===== src/rtl/led_flash_monitor_pkg.sv =====
// Shared definitions for the LED flash monitor: classifier state codes,
// phase codes and a width helper.
package led_flash_monitor_pkg;

    // Classifier state encodings
    localparam logic [2:0] S_IDLE   = 3'd0;
    localparam logic [2:0] S_RED_UP = 3'd1;
    localparam logic [2:0] S_RED_DN = 3'd2;
    localparam logic [2:0] S_GRN_UP = 3'd3;
    localparam logic [2:0] S_GRN_DN = 3'd4;

    // Externally visible phase codes
    localparam logic [1:0] PH_RED_UP = 2'd0;
    localparam logic [1:0] PH_RED_DN = 2'd1;
    localparam logic [1:0] PH_GRN_UP = 2'd2;
    localparam logic [1:0] PH_GRN_DN = 2'd3;

    // Number of bits needed to hold the unsigned value (at least 1)
    function automatic int unsigned numBits(input int unsigned value);
        int unsigned bits;
        bits = 1;
        while ((value >> bits) != 0) bits++;
        return bits;
    endfunction

endpackage


===== src/rtl/led_flash_monitor_if.sv =====
// Drive lines from the flasher plus the measurement/classification results.
interface led_flash_monitor_if #(
    parameter int unsigned CW = 4
);
    logic          red_n;
    logic          green_n;
    logic [CW-1:0] red_duty;
    logic [CW-1:0] green_duty;
    logic          duty_valid;
    logic [1:0]    phase;
    logic          phase_valid;
    logic          seq_err;
    logic          conflict;

    // Flasher / bench side
    modport master (
        output red_n, green_n,
        input  red_duty, green_duty, duty_valid, phase, phase_valid, seq_err, conflict
    );

    // Monitor side
    modport slave (
        input  red_n, green_n,
        output red_duty, green_duty, duty_valid, phase, phase_valid, seq_err, conflict
    );
endinterface


===== src/rtl/led_ontime_counter.sv =====
// Per-colour on-time counter: counts lit samples over a window, latches the
// total (including the terminal-count sample) and restarts at window end.
module led_ontime_counter #(
    parameter int unsigned CW = 4
) (
    input  logic          Clk,
    input  logic          ResetN,
    input  logic          inc,
    input  logic          tc,
    output logic [CW-1:0] duty
);
    logic [CW-1:0] cnt;
    logic [CW-1:0] next_cnt;

    // Saturating increment of the running count
    always_comb begin
        next_cnt = cnt;
        if (inc && cnt != '1) next_cnt = cnt + 1'b1;
    end

    // Accumulate, or latch and clear on terminal count
    always_ff @(posedge Clk or negedge ResetN) begin
        if (!ResetN) begin
            cnt  <= '0;
            duty <= '0;
        end else begin
            assert (!(inc && cnt == '1));
            if (tc) begin
                duty <= next_cnt;
                cnt  <= '0;
            end else begin
                cnt <= next_cnt;
            end
        end
    end
endmodule


===== src/rtl/led_flash_monitor.sv =====
// Self-test receiver for the bicolour LED flasher: measures per-window on-time
// of each colour and classifies the breathing phase sequence.
module led_flash_monitor
    import led_flash_monitor_pkg::*;
#(
    parameter int unsigned WIN_LEN = 8,
    parameter int unsigned CW      = 4
) (
    input logic                Clk,
    input logic                ResetN,
    led_flash_monitor_if.slave bus
);
    localparam int unsigned     WCW      = numBits(WIN_LEN - 1);
    localparam logic [WCW-1:0]  WIN_LOAD = WCW'(WIN_LEN - 1);

    logic           r_on;
    logic           g_on;
    logic [WCW-1:0] win_cnt;
    logic           tc;
    logic [CW-1:0]  red_duty;
    logic [CW-1:0]  green_duty;
    logic [CW-1:0]  prev_red;
    logic [CW-1:0]  prev_green;
    logic           duty_valid;
    logic [2:0]     state;
    logic [2:0]     nxt_state;
    logic           both_lit;
    logic           in_order;
    logic           seq_err;
    logic           conflict;
    logic [1:0]     phase;

    // Register and invert the active-low drive lines
    always_ff @(posedge Clk or negedge ResetN) begin
        if (!ResetN) begin
            r_on <= 1'b0;
            g_on <= 1'b0;
        end else begin
            r_on <= ~bus.red_n;
            g_on <= ~bus.green_n;
        end
    end

    // Free-running down-counting window timer; duty_valid trails terminal count
    always_ff @(posedge Clk or negedge ResetN) begin
        if (!ResetN) begin
            win_cnt    <= WIN_LOAD;
            duty_valid <= 1'b0;
        end else begin
            win_cnt    <= tc ? WIN_LOAD : win_cnt - 1'b1;
            duty_valid <= tc;
        end
    end

    assign tc = (win_cnt == '0);

    led_ontime_counter #(.CW(CW)) u_red_cnt (
        .Clk    (Clk),
        .ResetN (ResetN),
        .inc    (r_on),
        .tc     (tc),
        .duty   (red_duty)
    );

    led_ontime_counter #(.CW(CW)) u_green_cnt (
        .Clk    (Clk),
        .ResetN (ResetN),
        .inc    (g_on),
        .tc     (tc),
        .duty   (green_duty)
    );

    assign both_lit = (red_duty != '0) && (green_duty != '0);

    // Classify the latched window and judge whether the move is in sequence
    always_comb begin
        nxt_state = state;
        if (!both_lit && red_duty != '0) begin
            if (red_duty > prev_red)      nxt_state = S_RED_UP;
            else if (red_duty < prev_red) nxt_state = S_RED_DN;
            else if (state == S_IDLE)     nxt_state = S_RED_UP;
        end else if (!both_lit && green_duty != '0) begin
            if (green_duty > prev_green)      nxt_state = S_GRN_UP;
            else if (green_duty < prev_green) nxt_state = S_GRN_DN;
            else if (state == S_IDLE)         nxt_state = S_GRN_UP;
        end

        in_order = (nxt_state == state);
        case (state)
            S_IDLE:   in_order = 1'b1;
            S_RED_UP: if (nxt_state == S_RED_DN) in_order = 1'b1;
            S_RED_DN: if (nxt_state == S_GRN_UP) in_order = 1'b1;
            S_GRN_UP: if (nxt_state == S_GRN_DN) in_order = 1'b1;
            S_GRN_DN: if (nxt_state == S_RED_UP) in_order = 1'b1;
            default:  ;
        endcase
    end

    // Advance the classifier once per completed window; conflicts freeze history
    always_ff @(posedge Clk or negedge ResetN) begin
        if (!ResetN) begin
            state      <= S_IDLE;
            prev_red   <= '0;
            prev_green <= '0;
            seq_err    <= 1'b0;
            conflict   <= 1'b0;
        end else begin
            seq_err  <= 1'b0;
            conflict <= 1'b0;
            if (duty_valid) begin
                if (both_lit) begin
                    conflict <= 1'b1;
                end else begin
                    state      <= nxt_state;
                    seq_err    <= ~in_order;
                    prev_red   <= red_duty;
                    prev_green <= green_duty;
                end
            end
        end
    end

    // Map classifier state onto the phase code (IDLE reads as 0)
    always_comb begin
        case (state)
            S_RED_DN: phase = PH_RED_DN;
            S_GRN_UP: phase = PH_GRN_UP;
            S_GRN_DN: phase = PH_GRN_DN;
            default:  phase = PH_RED_UP;
        endcase
    end

    assign bus.red_duty    = red_duty;
    assign bus.green_duty  = green_duty;
    assign bus.duty_valid  = duty_valid;
    assign bus.phase       = phase;
    assign bus.phase_valid = (state != S_IDLE);
    assign bus.seq_err     = seq_err;
    assign bus.conflict    = conflict;
endmodule


===== src/flat_wrapper.sv =====
// flat-port wrapper written by rule: the top's interface ports become plain ports
module led_flash_monitor_flat import led_flash_monitor_pkg::*;
#(
    parameter int unsigned WIN_LEN = 8,
    parameter int unsigned CW      = 4
)
  (Clk, ResetN, bus_red_n, bus_green_n, bus_red_duty, bus_green_duty, bus_duty_valid, bus_phase, bus_phase_valid, bus_seq_err, bus_conflict);
  led_flash_monitor_if #(.CW(CW)) bus_i ();
  input logic Clk;
  input logic ResetN;
  input wire logic [$bits(bus_i.red_n)-1:0] bus_red_n;
  input wire logic [$bits(bus_i.green_n)-1:0] bus_green_n;
  output wire logic [$bits(bus_i.red_duty)-1:0] bus_red_duty;
  output wire logic [$bits(bus_i.green_duty)-1:0] bus_green_duty;
  output wire logic [$bits(bus_i.duty_valid)-1:0] bus_duty_valid;
  output wire logic [$bits(bus_i.phase)-1:0] bus_phase;
  output wire logic [$bits(bus_i.phase_valid)-1:0] bus_phase_valid;
  output wire logic [$bits(bus_i.seq_err)-1:0] bus_seq_err;
  output wire logic [$bits(bus_i.conflict)-1:0] bus_conflict;
  assign bus_i.red_n = bus_red_n;
  assign bus_i.green_n = bus_green_n;
  assign bus_red_duty = bus_i.red_duty;
  assign bus_green_duty = bus_i.green_duty;
  assign bus_duty_valid = bus_i.duty_valid;
  assign bus_phase = bus_i.phase;
  assign bus_phase_valid = bus_i.phase_valid;
  assign bus_seq_err = bus_i.seq_err;
  assign bus_conflict = bus_i.conflict;
  led_flash_monitor #(.WIN_LEN(WIN_LEN), .CW(CW)) u_core (.Clk(Clk), .ResetN(ResetN), .bus(bus_i));
endmodule

===== config.mk =====
export PLATFORM = sky130hd
export DESIGN_NAME = led_flash_monitor_flat
export DESIGN_NICKNAME = d
export VERILOG_FILES = /design/src/rtl/led_flash_monitor_pkg.sv /design/src/rtl/led_flash_monitor_if.sv /design/src/rtl/led_ontime_counter.sv /design/src/rtl/led_flash_monitor.sv /design/src/flat_wrapper.sv
export SDC_FILE = /design/constraint.sdc
export NUM_CORES = 1
export LEC_CHECK = 0
export ABC_AREA = 1
export CORE_UTILIZATION = 45
export CTS_CLUSTER_SIZE = 16
export DETAILED_ROUTE_END_ITERATION = 10
export HOLD_SLACK_MARGIN = 0.03
export PLACE_DENSITY_LB_ADDON = 0.15
export SYNTH_ARGS = -nofsm -noshare
export SYNTH_HDL_FRONTEND = slang
export SYNTH_HIERARCHICAL = 1
export SYNTH_SLANG_ARGS = --single-unit

===== constraint.sdc =====
create_clock -name Clk -period 1.63 [get_ports Clk]
set_clock_uncertainty 0.1 [all_clocks]
set_input_delay 0.326 -clock Clk [delete_from_list [all_inputs] [get_ports Clk]]
set_output_delay 0.326 -clock Clk [all_outputs]
set_load 0.03 [all_outputs]

## Word level (Yosys, flattened, before mapping)

Index checks and enable logic that the tools add are counted.

- Bitwise operators: 4
- Multiply operators: 0
- Add/subtract/negate cells: 3
- Div/mod/pow operators: 0
- Multiplexer cells: 23
- Reductions and logical operators: 12
- Eq/ne operators: 11
- Magnitude comparators: 4
- Shift operators: 0

Operators with widths:

| kind | count |
|---|---|
| $mux 3 | 9 |
| $mux 4 | 4 |
| $eq 3x2->1 const B | 4 |
| $add 4x1->4 const B | 2 |
| $gt 4x4->1 | 2 |
| $lt 4x4->1 | 2 |
| $mux 1 | 8 |
| $ne 4x4->1 const B | 2 |
| $reduce_bool 4->1 | 2 |
| $eq 3x1->1 const B | 2 |
| $eq 3x3->1 const B | 2 |
| $logic_not 3->1 | 2 |
| $pmux 2 s3 | 1 |
| $logic_and 1x1->1 | 5 |
| $pmux 1 s5 | 1 |
| $not 1->1 | 4 |
| $eq 3x3->1 | 1 |
| $reduce_bool 3->1 | 1 |
| $sub 3x1->3 const B | 1 |
| $reduce_and 2->1 | 1 |
| $logic_not 1->1 | 1 |

- Register bits: 35
- Memories kept: 0
- Logic and storage cells: 70
- Input bits: 4
- Bits in latches: 0
- ROM bits: 0
- Memory bits (writable): 0
- Output and inout bits: 14

## Longest topological paths before layout

Gate-level depths: netlist of run 1.

- Word-level depth: 12
- Gate-level depth with buffers: 16
- Mapped depth without buffers: 16

## By module

Netlist of run 1, hierarchy kept.

Modules (own cells, without submodules):

| module | area each (sq um) | times used | cells each | sequential area each (sq um) |
|---|---|---|---|---|
| led_flash_monitor | 1287.5 | 1 | 180 | 479.2 |
| led_ontime_counter | 390.4 | 2 | 51 | 200.2 |

## Least setup slack after synthesis of run 1

Ideal clock, no wire load.

- Path type: register to register
- Start point: register u_core.u_green_cnt.duty[0]
- End point: register u_core.seq_err, in the netlist u_core/bus.seq_err
- Data arrival time: 1689 ps
- Slack: -277 ps
- Clock period less this slack: 1907 ps
- Stages on the path, launching flop included: 17
- Data required time: 1412 ps
- Buffers on the path: 0
- Setup time: 118 ps
- Cell sequence: dfrtp_1 > inv_1 > ha_1 > nand2_1 > inv_1 > nand2_1 > nand3_1 > nand2_1 > nand2_2 > nand2_2 > nand2_1 > nand2_1 > nand2_1 > inv_1 > nand2_1 > nor2_1 > nor2_2

- Word-level cells in the longest chain between the ends: 12
- Elaborated cells between the ends (all ways): 24
- Classes of those cells: order compare (2); eq/ne (5); mux (11); bitwise (1); reduce/logical (5)

Ends and longest elaborated chain:

| item | RTL line | text |
|---|---|---|
| start: declaration | led_ontime_counter.sv:10 | `output logic [CW-1:0] duty` |
| start signal: assignment | led_ontime_counter.sv:29 | `duty <= next_cnt;` |
| parallel branches: the longest is 10 deep, another holds $lt 4x4->1 | n/a |  |
| $mux 1 (*) | led_flash_monitor.sv:111 | `if (both_lit) begin` |
| $mux 1 (*) | led_flash_monitor.sv:110 | `if (duty_valid) begin` |
| end signal: assignment | led_flash_monitor.sv:115 | `seq_err <= ~in_order;` |
| end: declaration | led_flash_monitor.sv:29 | `logic seq_err;` |

Mark *: on every way between the ends.
A chain may end at the register's enable or synchronous reset.

## Final worst setup path of run 1

- Start point: register u_core.u_red_cnt.duty[1]
- End point: register u_core.seq_err, in the netlist u_core/bus.seq_err

- Word-level cells in the longest chain between the ends: 12
- Elaborated cells between the ends (all ways): 24
- Classes of those cells: order compare (2); eq/ne (5); mux (11); bitwise (1); reduce/logical (5)

Ends and longest elaborated chain:

| item | RTL line |
|---|---|
| start: declaration | led_ontime_counter.sv:10 |
| start signal: assignment | led_ontime_counter.sv:29 |
| parallel branches: the longest is 10 deep, another holds $lt 4x4->1 | n/a |
| $mux 1 (*) | led_flash_monitor.sv:111 |
| $mux 1 (*) | led_flash_monitor.sv:110 |

Marks and branches as above.

==> qor.csv, run 1 <==
stage,metric,value,unit
global_routing,antenna_found_initial,0,
place,place_hpwl,3.05,mm
synth,postSynthAreaPerCell,7.33,sq um
clocking,clockRootBuffer,clkbuf_8,
setup_path,critical_path.endpoint_type,register,
floorplan,die_w,69.8,microns
sta,tightest_slew,295,ps
layout,drive_above_1_share,44.4,%
power_and_ir_drop,seqPwrFrac,26.7,%
detailed_routing,drc,0,
status,status,finished with violations,
detailed_routing,first_pass_iters,4,
job,max-cap-violations,0,
clocking,cts_buffers,5,
sta,setup_viol,6,
synth,synthCells,282,
layout,layout.cells.non_filler,406,
setup_path,path_max_fanout,3,
sta,tns,-621,ps
power_and_ir_drop,swShare,43.3,%
clocking,clk_latency,280,ps
sta,hold_viol,0,
synth,ys_warn_count,6,
clocking,cts_max_level,2,
clocking,ctsLongestPathBuffers,2,
floorplan,start_util,47.2,%
sta,finalWorstSetupSlack,-284,ps
sta,slew_headroom,80.1,%
global_routing,track_usage,20.3,%
floorplan,row_count,24,
detailed_routing,vias,1930,
layout,area_growth_syn_to_layout,47.2,%
power_and_ir_drop,p_int,2650,uW
floorplan,ios,18,
floorplan,core_area,4380,sq um
power_and_ir_drop,finalPower,4670,uW
place,port_buffers,17,
power_and_ir_drop,power.net_switching,2020,uW
layout,antenna_cells,0,
detailed_routing,ant_nets,0,
layout,nets,369,
power_and_ir_drop,peakVddDrop,0.590,mV
synth,ys_seq_area_share,42.5,%
synth,synthesis.area,2070,sq um
sta,fin_crit,1910,ps
power_and_ir_drop,comb_power_share,60.7,%
setup_path,critical_path_class,register to register,
detailed_routing,drtIter0Drc,114,
sta,max_freq,0.522,GHz
status,violations,negative setup slack,
clocking,clk_transition_reported_paths,70,ps
detailed_routing,wl,4.84,mm
synth,synth_cell_types,23,
global_routing,grt_max_degree,36,
global_routing,grt_pass1_vias,1904,
sta,drv_slew,0,
sta,final.period_utilization,117,%
detailed_routing,wl_per_cell,11.9,microns
synth,syn_nets,298,
clocking,cts.sinks,35,
floorplan,dieHeight,69.8,microns
setup_path,cp.arrival,1990,ps
clocking,holdBufCountCts,0,
layout,final_core_util,69.5,%
power_and_ir_drop,power.leakage,0.00156,uW
power_and_ir_drop,p_per_area,1530,nW/um^2
place,place_ws,-188,ps
setup_path,crit_required,1710,ps
setup_path,start_kind,register,
place,placed_cells,372,
worst_hold_path,min_path_type,input port to asynchronous set/reset pin,
detailed_routing,vias_per_cell,4.75,
global_routing,overflow,0,
power_and_ir_drop,p_clk_share,12.6,%
clocking,cts_tree,yes,
synth,ys_ff_latch,35,
sta,rsz0062_at_grt,yes,
place,gp_congestion,0.828,
floorplan,dieArea,4870,sq um
global_routing,grt_pass1_wl,7.87,mm
path summary, 6_finish.rpt:
check / start / endpoint / slack [ps] / cells after the start
max reg2reg: u_core/u_red_cnt/duty[1] / u_core/bus.seq_err / -280 / 12
max in group asynchronous: ResetN / u_core/win_cnt[2] / 870 / 2
min reg2reg: u_core/win_cnt[0] / u_core/win_cnt[0] / 350 / 1
max: u_core/u_red_cnt/duty[1] / u_core/bus.seq_err / -280 / 12
min in group Clk: u_core/win_cnt[0] / u_core/win_cnt[0] / 350 / 1
min: ResetN / u_core/prev_red[0] / 310 / 2
state kept, by name (all words and copies together) (netlist names):
signal                   flops
u_core/u_green_cnt/cnt       4
u_core/bus.seq_err           1
u_core/r_on                  1
u_core/prev_red              4
u_core/win_cnt               3
u_core/g_on                  1
u_core/u_green_cnt/duty      4
u_core/bus.duty_valid        1
u_core/bus.conflict          1
u_core/state                 3
u_core/prev_green            4
u_core/u_red_cnt/cnt         4
u_core/u_red_cnt/duty        4
power by group through the flow:
stage,clock network [uW],registers (uW),logic (uW)
2_1_floorplan,0,1360,1220
3_3_place_gp,0,1230,2010
3_5_place_dp,0,1230,2020
4_1_cts,619,1230,2240
5_1_grt,658,1270,3120
6_report,589,1250,2830
layer usage:
| layer | GRT usage, % | up-vias | part of all wire, % |
|---|---|---|---|
| li1 | - | 1014 | - |
| met1 | 23.9 | 873 | 44 |
| met2 | 35.1 | 35 | 52 |
| met3 | 3.63 | 8 | 2.9 |
| met4 | 10.2 | 0 | 1.7 |
| met5 | 0 | - | 0 |
kinds of logic (layout without fill, tap and decap cells):
group,Yosys count,count (layout),synth area share [%]
and+or+nand+nor,158,158,34.1
buffers and inverters,56,128,10.3
DFF,35,35,42.5
AOI/OAI and AO/OA,21,21,5.81
adders and majority gates,12,12,7.26
Yosys cell counts, drive strengths merged:
master	n	share of area, %
nor2	27	6.1
nand3b	1	0.36
buf	2	0.48
inv	52	9.4
o21bai	3	1.1
dfstp	3	3.8
clkbuf	1	0.18
nand4	4	1.2
nor3	1	0.48
nand3	22	5.6
o21ai	14	3.6
ha	12	7.3
a21oi	4	1.1
clkinv	1	0.18
dfrtp	32	39
nand2	103	20
critical path, stage by stage, from the launching register on:
cell,delay [ps]
dfrtp_2,430
ha_4,270
inv_2,30
o21bai_1,130
nand2_1,80
nand2_2,70
nand4_1,170
nand3_1,180
nand2_2,80
inv_2,60
nand2_2,60
nor2_4,100
nor2_2,40
final cells by class:
cell class              count  area, sq um
well taps                  52         65.1
multi-input cells         191         1190
repair inverters            1         7.51
inverters                  53          215
flip-flops and latches     35          893
repair buffers             66          592
clock buffers               7         76.3
clock inverters             1         5.00
fillers                   353         1340
what timing repair did:
item / CTS / global route
cloned: 0 / 1
endpoints found under the setup margin: 17 / 18
gates resized for setup: 39 / 62
buffers inserted: 14 / 11
pin swaps: 12 / 21
cells in the final DEF, fill, tap and decap left out, drive strengths merged:
cell type,count
nand3b,1
o21ai,14
nand3,22
clkdlybuf4s50,3
nor2,27
nand4,4
nor3,1
ha,12
a21oi,4
clkbuf,8
buf,53
dfrtp,32
clkinvlp,2
o21bai,3
dfstp,3
inv,52
nand2,103
clkinv,1
clkdlybuf4s15,4
dlygate4sd2,5
stage by stage:
stage	area, sq um	hold slack, ps
CTS	2790	309
global placement	2550	335
detailed placement	2550	338
finish	3050	309
global route	3050	333
floorplan	2130	-69.6
Power figures use the tool's default switching activity.
==> run 2: changes to the inputs <==
CTS_BUF_LIST = sky130_fd_sc_hd__clkbuf_2   (was not set)
==> qor.csv, run 2 (synthesized netlist as in run 1, its figures left out) <==
stage,metric,value,unit,change
sta,finalWorstSetupSlack,-287,ps,-3.43 ps
power_and_ir_drop,p_per_area,1480,nW/um^2,-3.6%
sta,slew_headroom,80.1,%,about the same
layout,nets,371,,+0.54%
detailed_routing,vias,1938,,+0.41%
floorplan,start_util,47.2,%,unchanged
detailed_routing,vias_per_cell,4.75,,about the same
clocking,cts_buffers,5,,unchanged
layout,drive_above_1_share,45.2,%,+0.87 points
global_routing,grt_max_degree,36,,unchanged
floorplan,core_area,4380,sq um,unchanged
clocking,cts.sinks,35,,unchanged
setup_path,path_max_fanout,3,,unchanged
layout,final_common_cell,nand2_1,,
sta,tightest_slew,295,ps,-0.392 ps
power_and_ir_drop,power.leakage,0.00155,uW,-0.52%
setup_path,reg2reg_from,u_core/u_red_cnt/duty[1],,
clocking,clk_transition_reported_paths,170,ps,+100 ps
status,status,finished with violations,,
power_and_ir_drop,finalPower,4420,uW,-5.3%
floorplan,dieHeight,69.8,microns,unchanged
setup_path,reg2reg_slack,-290,ps,about the same
layout,antenna_cells,0,,unchanged
setup_path,reg2reg_depth,12,,unchanged
floorplan,die_w,69.8,microns,unchanged
floorplan,ios,18,,unchanged
floorplan,row_count,24,,unchanged
sta,max_freq,0.522,GHz,-0.18%
clocking,holdBufCountCts,0,,unchanged
sta,setup_viol,7,,+1
setup_path,rr_endpoint,u_core/bus.seq_err,,
clocking,cts_tree,yes,,
setup_path,critical_path.endpoint_type,register,,
clocking,clockRootBuffer,clkbuf_2,,
setup_path,crit_required,1820,ps,+110 ps
floorplan,dieArea,4870,sq um,unchanged
worst_hold_path,min_path_type,input port to asynchronous set/reset pin,,
layout,area_growth_syn_to_layout,44.6,%,
job,max-cap-violations,0,,unchanged
detailed_routing,wl_per_cell,11.6,microns,-2.8%
place,port_buffers,17,,unchanged
layout,final_cell_area,2990,sq um,-1.8%
detailed_routing,wl,4.73,mm,-2.3%
status,violations,negative setup slack,,
clocking,clk_latency,380,ps,+100 ps
place,place_ws,-188,ps,unchanged
layout,layout.cells.non_filler,408,,+0.49%
clocking,ctsLongestPathBuffers,2,,unchanged
global_routing,grt_pass1_wl,7.83,mm,-0.52%
detailed_routing,ant_nets,0,,unchanged
place,place_hpwl,3.05,mm,unchanged
detailed_routing,drc,0,,unchanged
place,gp_congestion,0.828,,unchanged
setup_path,critical_path_class,register to register,,
detailed_routing,first_pass_iters,4,,unchanged
layout,multi_input_area,1160,sq um,-2.8%
layout,register_area,895,sq um,+0.14%
setup_path,start_kind,register,,
clocking,cts_max_level,2,,unchanged
sta,rsz0062_at_grt,yes,,
detailed_routing,drtIter0Drc,58,,-49%
sta,drv_slew,0,,unchanged
global_routing,overflow,0,,unchanged
place,placed_area,2550,sq um,unchanged
sta,final.period_utilization,118,%,+0.21 points
power_and_ir_drop,peakVddDrop,0.558,mV,-5.4%
global_routing,antenna_found_initial,0,,unchanged
layout,nFillCells,355,,+0.57%
place,placed_cells,372,,unchanged
global_routing,grt_pass1_vias,1882,,-1.2%
global_routing,track_usage,20.3,%,+0.031 points
sta,fin_crit,1920,ps,+3.43 ps
layout,layout_common_cells,"nand2_1 (73), buf_4 (40), inv_1 (35)",,
sta,hold_viol,0,,unchanged
setup_path,cp.arrival,2100,ps,+110 ps
run 2: cell type report:
type	instances	area share, %
Multi-Input combinational cell	191	38.7
Sequential cell	35	29.9
Timing Repair Buffer	68	20.7
Inverter	53	6.95
Tap cell	52	2.18
Clock buffer	7	1.17
Timing Repair inverter	1	0.251
Clock inverter	1	0.167
run 2: per-stage QoR:
stage | hold WS [ps] | utilization (%) | setup TNS [ps]
final | 188 | 68.2 | -1200
after floorplan | -69.6 | - | -157
after global placement | 335 | 58.2 | -371
after detailed placement | 338 | 58.2 | -411
after global routing | 173 | 68.2 | -2110
after CTS | 176 | 62.8 | -977
run 2: report_power, final:
part / internal, uW / leakage [uW] / total, uW / switching, uW
Sequential: 1060 / 0.000429 / 1240 / 173
Combinational: 1310 / 0.00109 / 2790 / 1480
Clock: 117 / 0.0000330 / 396 / 279
run 2: worst max-delay path, stage by stage (launching register included):
cell and delay (ps):
dfrtp_2 460, ha_4 280, inv_2 30, o21bai_1 130, nand2_1 80, nand2_2 70
nand4_1 190, nand3_2 160, nand2_2 70, inv_2 50, nand2_2 50, nor2_2 130
nor2_2 50
run 2: what timing repair did:
item | 4_1_cts | 5_1_grt
endpoints found under the hold margin | 0 | 0
pin swaps | 12 | 19
setup endpoints to repair | 17 | 22
resized for setup | 64 | 59
buffers inserted | 17 | 10
gates cloned | 0 | 1
run 2: worst max-delay path by stage:
stage	start	endpoint	slack, ps	cells after the start
6_report	u_core/u_red_cnt/duty[1]	u_core/bus.seq_err	-290	12
5_1_grt	u_core/u_green_cnt/duty[0]	u_core/bus.seq_err	-410	16
4_1_cts	u_core/u_green_cnt/duty[3]	u_core/bus.seq_err	-180	15
3_5_place_dp	u_core/u_green_cnt/duty[3]	u_core/bus.seq_err	-190	15
3_3_place_gp	u_core/u_green_cnt/duty[3]	u_core/bus.seq_err	-170	12
2_1_floorplan	u_core/u_red_cnt/duty[1]	u_core/bus.seq_err	-160	14
run 2: per-layer routing:
metal  track usage, %  vias to the layer above  share of wire, %
li1                 -                     1019                 -
met1             24.0                      878                44
met2             35.1                       28                51
met3             4.51                       13               3.0
met4             8.89                        0               2.5
met5                0                        -                 0
==> run 3: changes to the inputs <==
CELL_PAD_IN_SITES_DETAIL_PLACEMENT = 0   (was not set)
CELL_PAD_IN_SITES_GLOBAL_PLACEMENT = 1   (was not set)
CORE_UTILIZATION = 39   (was 45)
SETUP_SLACK_MARGIN = 0.4   (was not set)
SLEW_MARGIN = 20   (was not set)
==> qor.csv, run 3 (synthesized netlist as in run 1, its figures left out) <==
stage,metric,value,unit,change
status,status,finished with violations,,
status,violations,negative setup slack,,
layout,layout.cells.non_filler,416,,+2.0%
floorplan,row_count,26,,+8.3%
power_and_ir_drop,peakVddDrop,0.550,mV,-1.4%
global_routing,grt_max_degree,36,,unchanged
layout,nFillCells,477,,+34%
sta,drv_slew,0,,unchanged
place,place_hpwl,3.28,mm,+7.5%
setup_path,path_depth,12,,unchanged
setup_path,cp_slowest_cell,dfrtp_2,,
layout,final_cell_area,3200,sq um,+7.1%
worst_hold_path,hold_depth,2,,
layout,antenna_cells,0,,unchanged
setup_path,critical_path.endpoint_type,register,,
global_routing,overflow,0,,unchanged
place,place_ws,-211,ps,-23.1 ps
sta,max_freq,0.536,GHz,+2.8%
sta,finalWorstSetupSlack,-236,ps,+51.3 ps
clocking,clockRootBuffer,clkbuf_2,,
layout,drive_above_1_share,53.2,%,+8.0 points
sta,tightest_slew,469,ps,+174 ps
layout,final_common_cell,nand2_1,,
clocking,cts_buffers,5,,unchanged
detailed_routing,vias_per_cell,4.59,,-3.3%
power_and_ir_drop,power.leakage,0.00152,uW,-2.3%
detailed_routing,wl_per_cell,11.8,microns,+1.5%
setup_path,reg2reg_depth,12,,unchanged
layout,area_growth_syn_to_layout,54.8,%,
clocking,clk_transition_reported_paths,210,ps,+40 ps
clocking,cts.sinks,35,,unchanged
place,placed_area,2640,sq um,+3.6%
detailed_routing,drtIter0Drc,35,,-40%
setup_path,start_kind,register,,
setup_path,max_stage_delay,480,ps,+20 ps
worst_hold_path,min_path_type,input port to register,,
job,max-cap-violations,0,,unchanged
setup_path,critical_path_class,register to register,,
floorplan,dieHeight,74.8,microns,+7.2%
detailed_routing,drc,0,,unchanged
clocking,ctsLongestPathBuffers,2,,unchanged
power_and_ir_drop,p_per_area,1460,nW/um^2,-1.4%
sta,setup_viol,9,,+2
global_routing,antenna_found_initial,0,,unchanged
floorplan,ios,18,,unchanged
global_routing,track_usage,19.8,%,-0.50 points
floorplan,core_area,5110,sq um,+16%
place,gp_congestion,0.810,,-2.1%
global_routing,grt_pass1_wl,8.29,mm,+5.8%
floorplan,dieArea,5600,sq um,+15%
setup_path,path_cells,ha_4 > inv_2 > o21bai_1 > nand2_1 > nand2_2 > nand4_1 > nand3_1 > nand2_1 > nor2_1 > nand2_1 > nand2_1 > nor2_2,,
setup_path,cp_num_buf_inv,1,,-1
sta,hold_viol,0,,unchanged
setup_path,crit_top_cell,nand2_1,,
sta,tns,-1020,ps,+184 ps
layout,nets,361,,-2.7%
detailed_routing,wl,4.89,mm,+3.5%
sta,slew_headroom,68.7,%,-11 points
global_routing,grt_pass1_vias,1874,,-0.43%
place,placed_cells,389,,+4.6%
clocking,cts_max_level,2,,unchanged
detailed_routing,ant_nets,0,,unchanged
layout,layout_common_cells,"nand2_1 (67), inv_1 (33), buf_6 (30)",,
place,port_buffers,17,,unchanged
setup_path,cp.arrival,2070,ps,-30 ps
detailed_routing,vias,1910,,-1.4%
sta,rsz0062_at_grt,yes,,
floorplan,die_w,74.8,microns,+7.2%
setup_path,crit_family,simple AND/OR/NAND/NOR gates,,
sta,final.period_utilization,114,%,-3.1 points
setup_path,crit_required,1830,ps,about the same
detailed_routing,first_pass_iters,4,,unchanged
floorplan,start_util,40.5,%,-6.7 points
sta,fin_crit,1870,ps,-51.3 ps
clocking,cts_tree,yes,,
setup_path,path_max_fanout,3,,unchanged
clocking,clk_latency,380,ps,about the same
run 3: changes by cell type in the layout (fill, tap and decap cells not counted), sizes merged, moves of 2 or more:
cell	change
buf	-7
clkbuf	-2
clkinv	+2
clkinvlp	-2
dlygate4sd2	-2
run 3: path summary, 6_finish.rpt:
| path | startpoint | end | slack, ps |
|---|---|---|---|
| min reg2reg | u_core/win_cnt[0] | u_core/win_cnt[0] | 390 |
| min | bus_red_n | u_core/r_on | 290 |
| max in group asynchronous | ResetN | u_core/u_green_cnt/duty[1] | 670 |
| max | u_core/u_red_cnt/duty[1] | u_core/bus.seq_err | -240 |
| max reg2reg | u_core/u_red_cnt/duty[1] | u_core/bus.seq_err | -240 |
| min in group asynchronous | ResetN | u_core/prev_red[3] | 370 |
run 3: metrics by stage:
stage	utilization (%)	hold WS (ps)	power, uW
detailed placement	51.7	305	3470
floorplan	-	-69.6	2730
global placement	51.7	294	3460
CTS	58.7	272	4420
global route	62.7	271	5060
finish	62.7	294	4660
run 3: area by class of cell:
| cell class | count | area (sq um) | area share [%] |
|---|---|---|---|
| repair inverters | 1 | 8.76 | 0.274 |
| repair buffers | 58 | 573 | 17.9 |
| inverters | 53 | 211 | 6.60 |
| multi-input cells | 191 | 1360 | 42.5 |
| clock buffers | 5 | 25.0 | 0.782 |
| clock inverters | 3 | 42.5 | 1.33 |
| flip-flops and latches | 35 | 892 | 27.9 |
| well taps | 70 | 87.6 | 2.74 |
run 3: power breakdown:
part           internal (uW)  switching (uW)
logic                   1340            1500
clock network            261             318
registers               1060             180
run 3: layer usage:
layer	share of wire, %	vias up	wire [microns]	track usage [%]
li1	-	1002	-	-
met1	44	876	2150	24.7
met2	52	23	2560	34.3
met3	2.2	9	107	3.21
met4	1.7	0	82	7.55
met5	0	-	0	0
run 3: repair_timing:
action                                 CTS  global route
gates resized for setup                127            52
pin swaps                               14            14
setup endpoints to repair               45            46
endpoints found under the hold margin   32             0
buffers inserted                        12             3
gates cloned                             3             0
hold buffers                             1             0
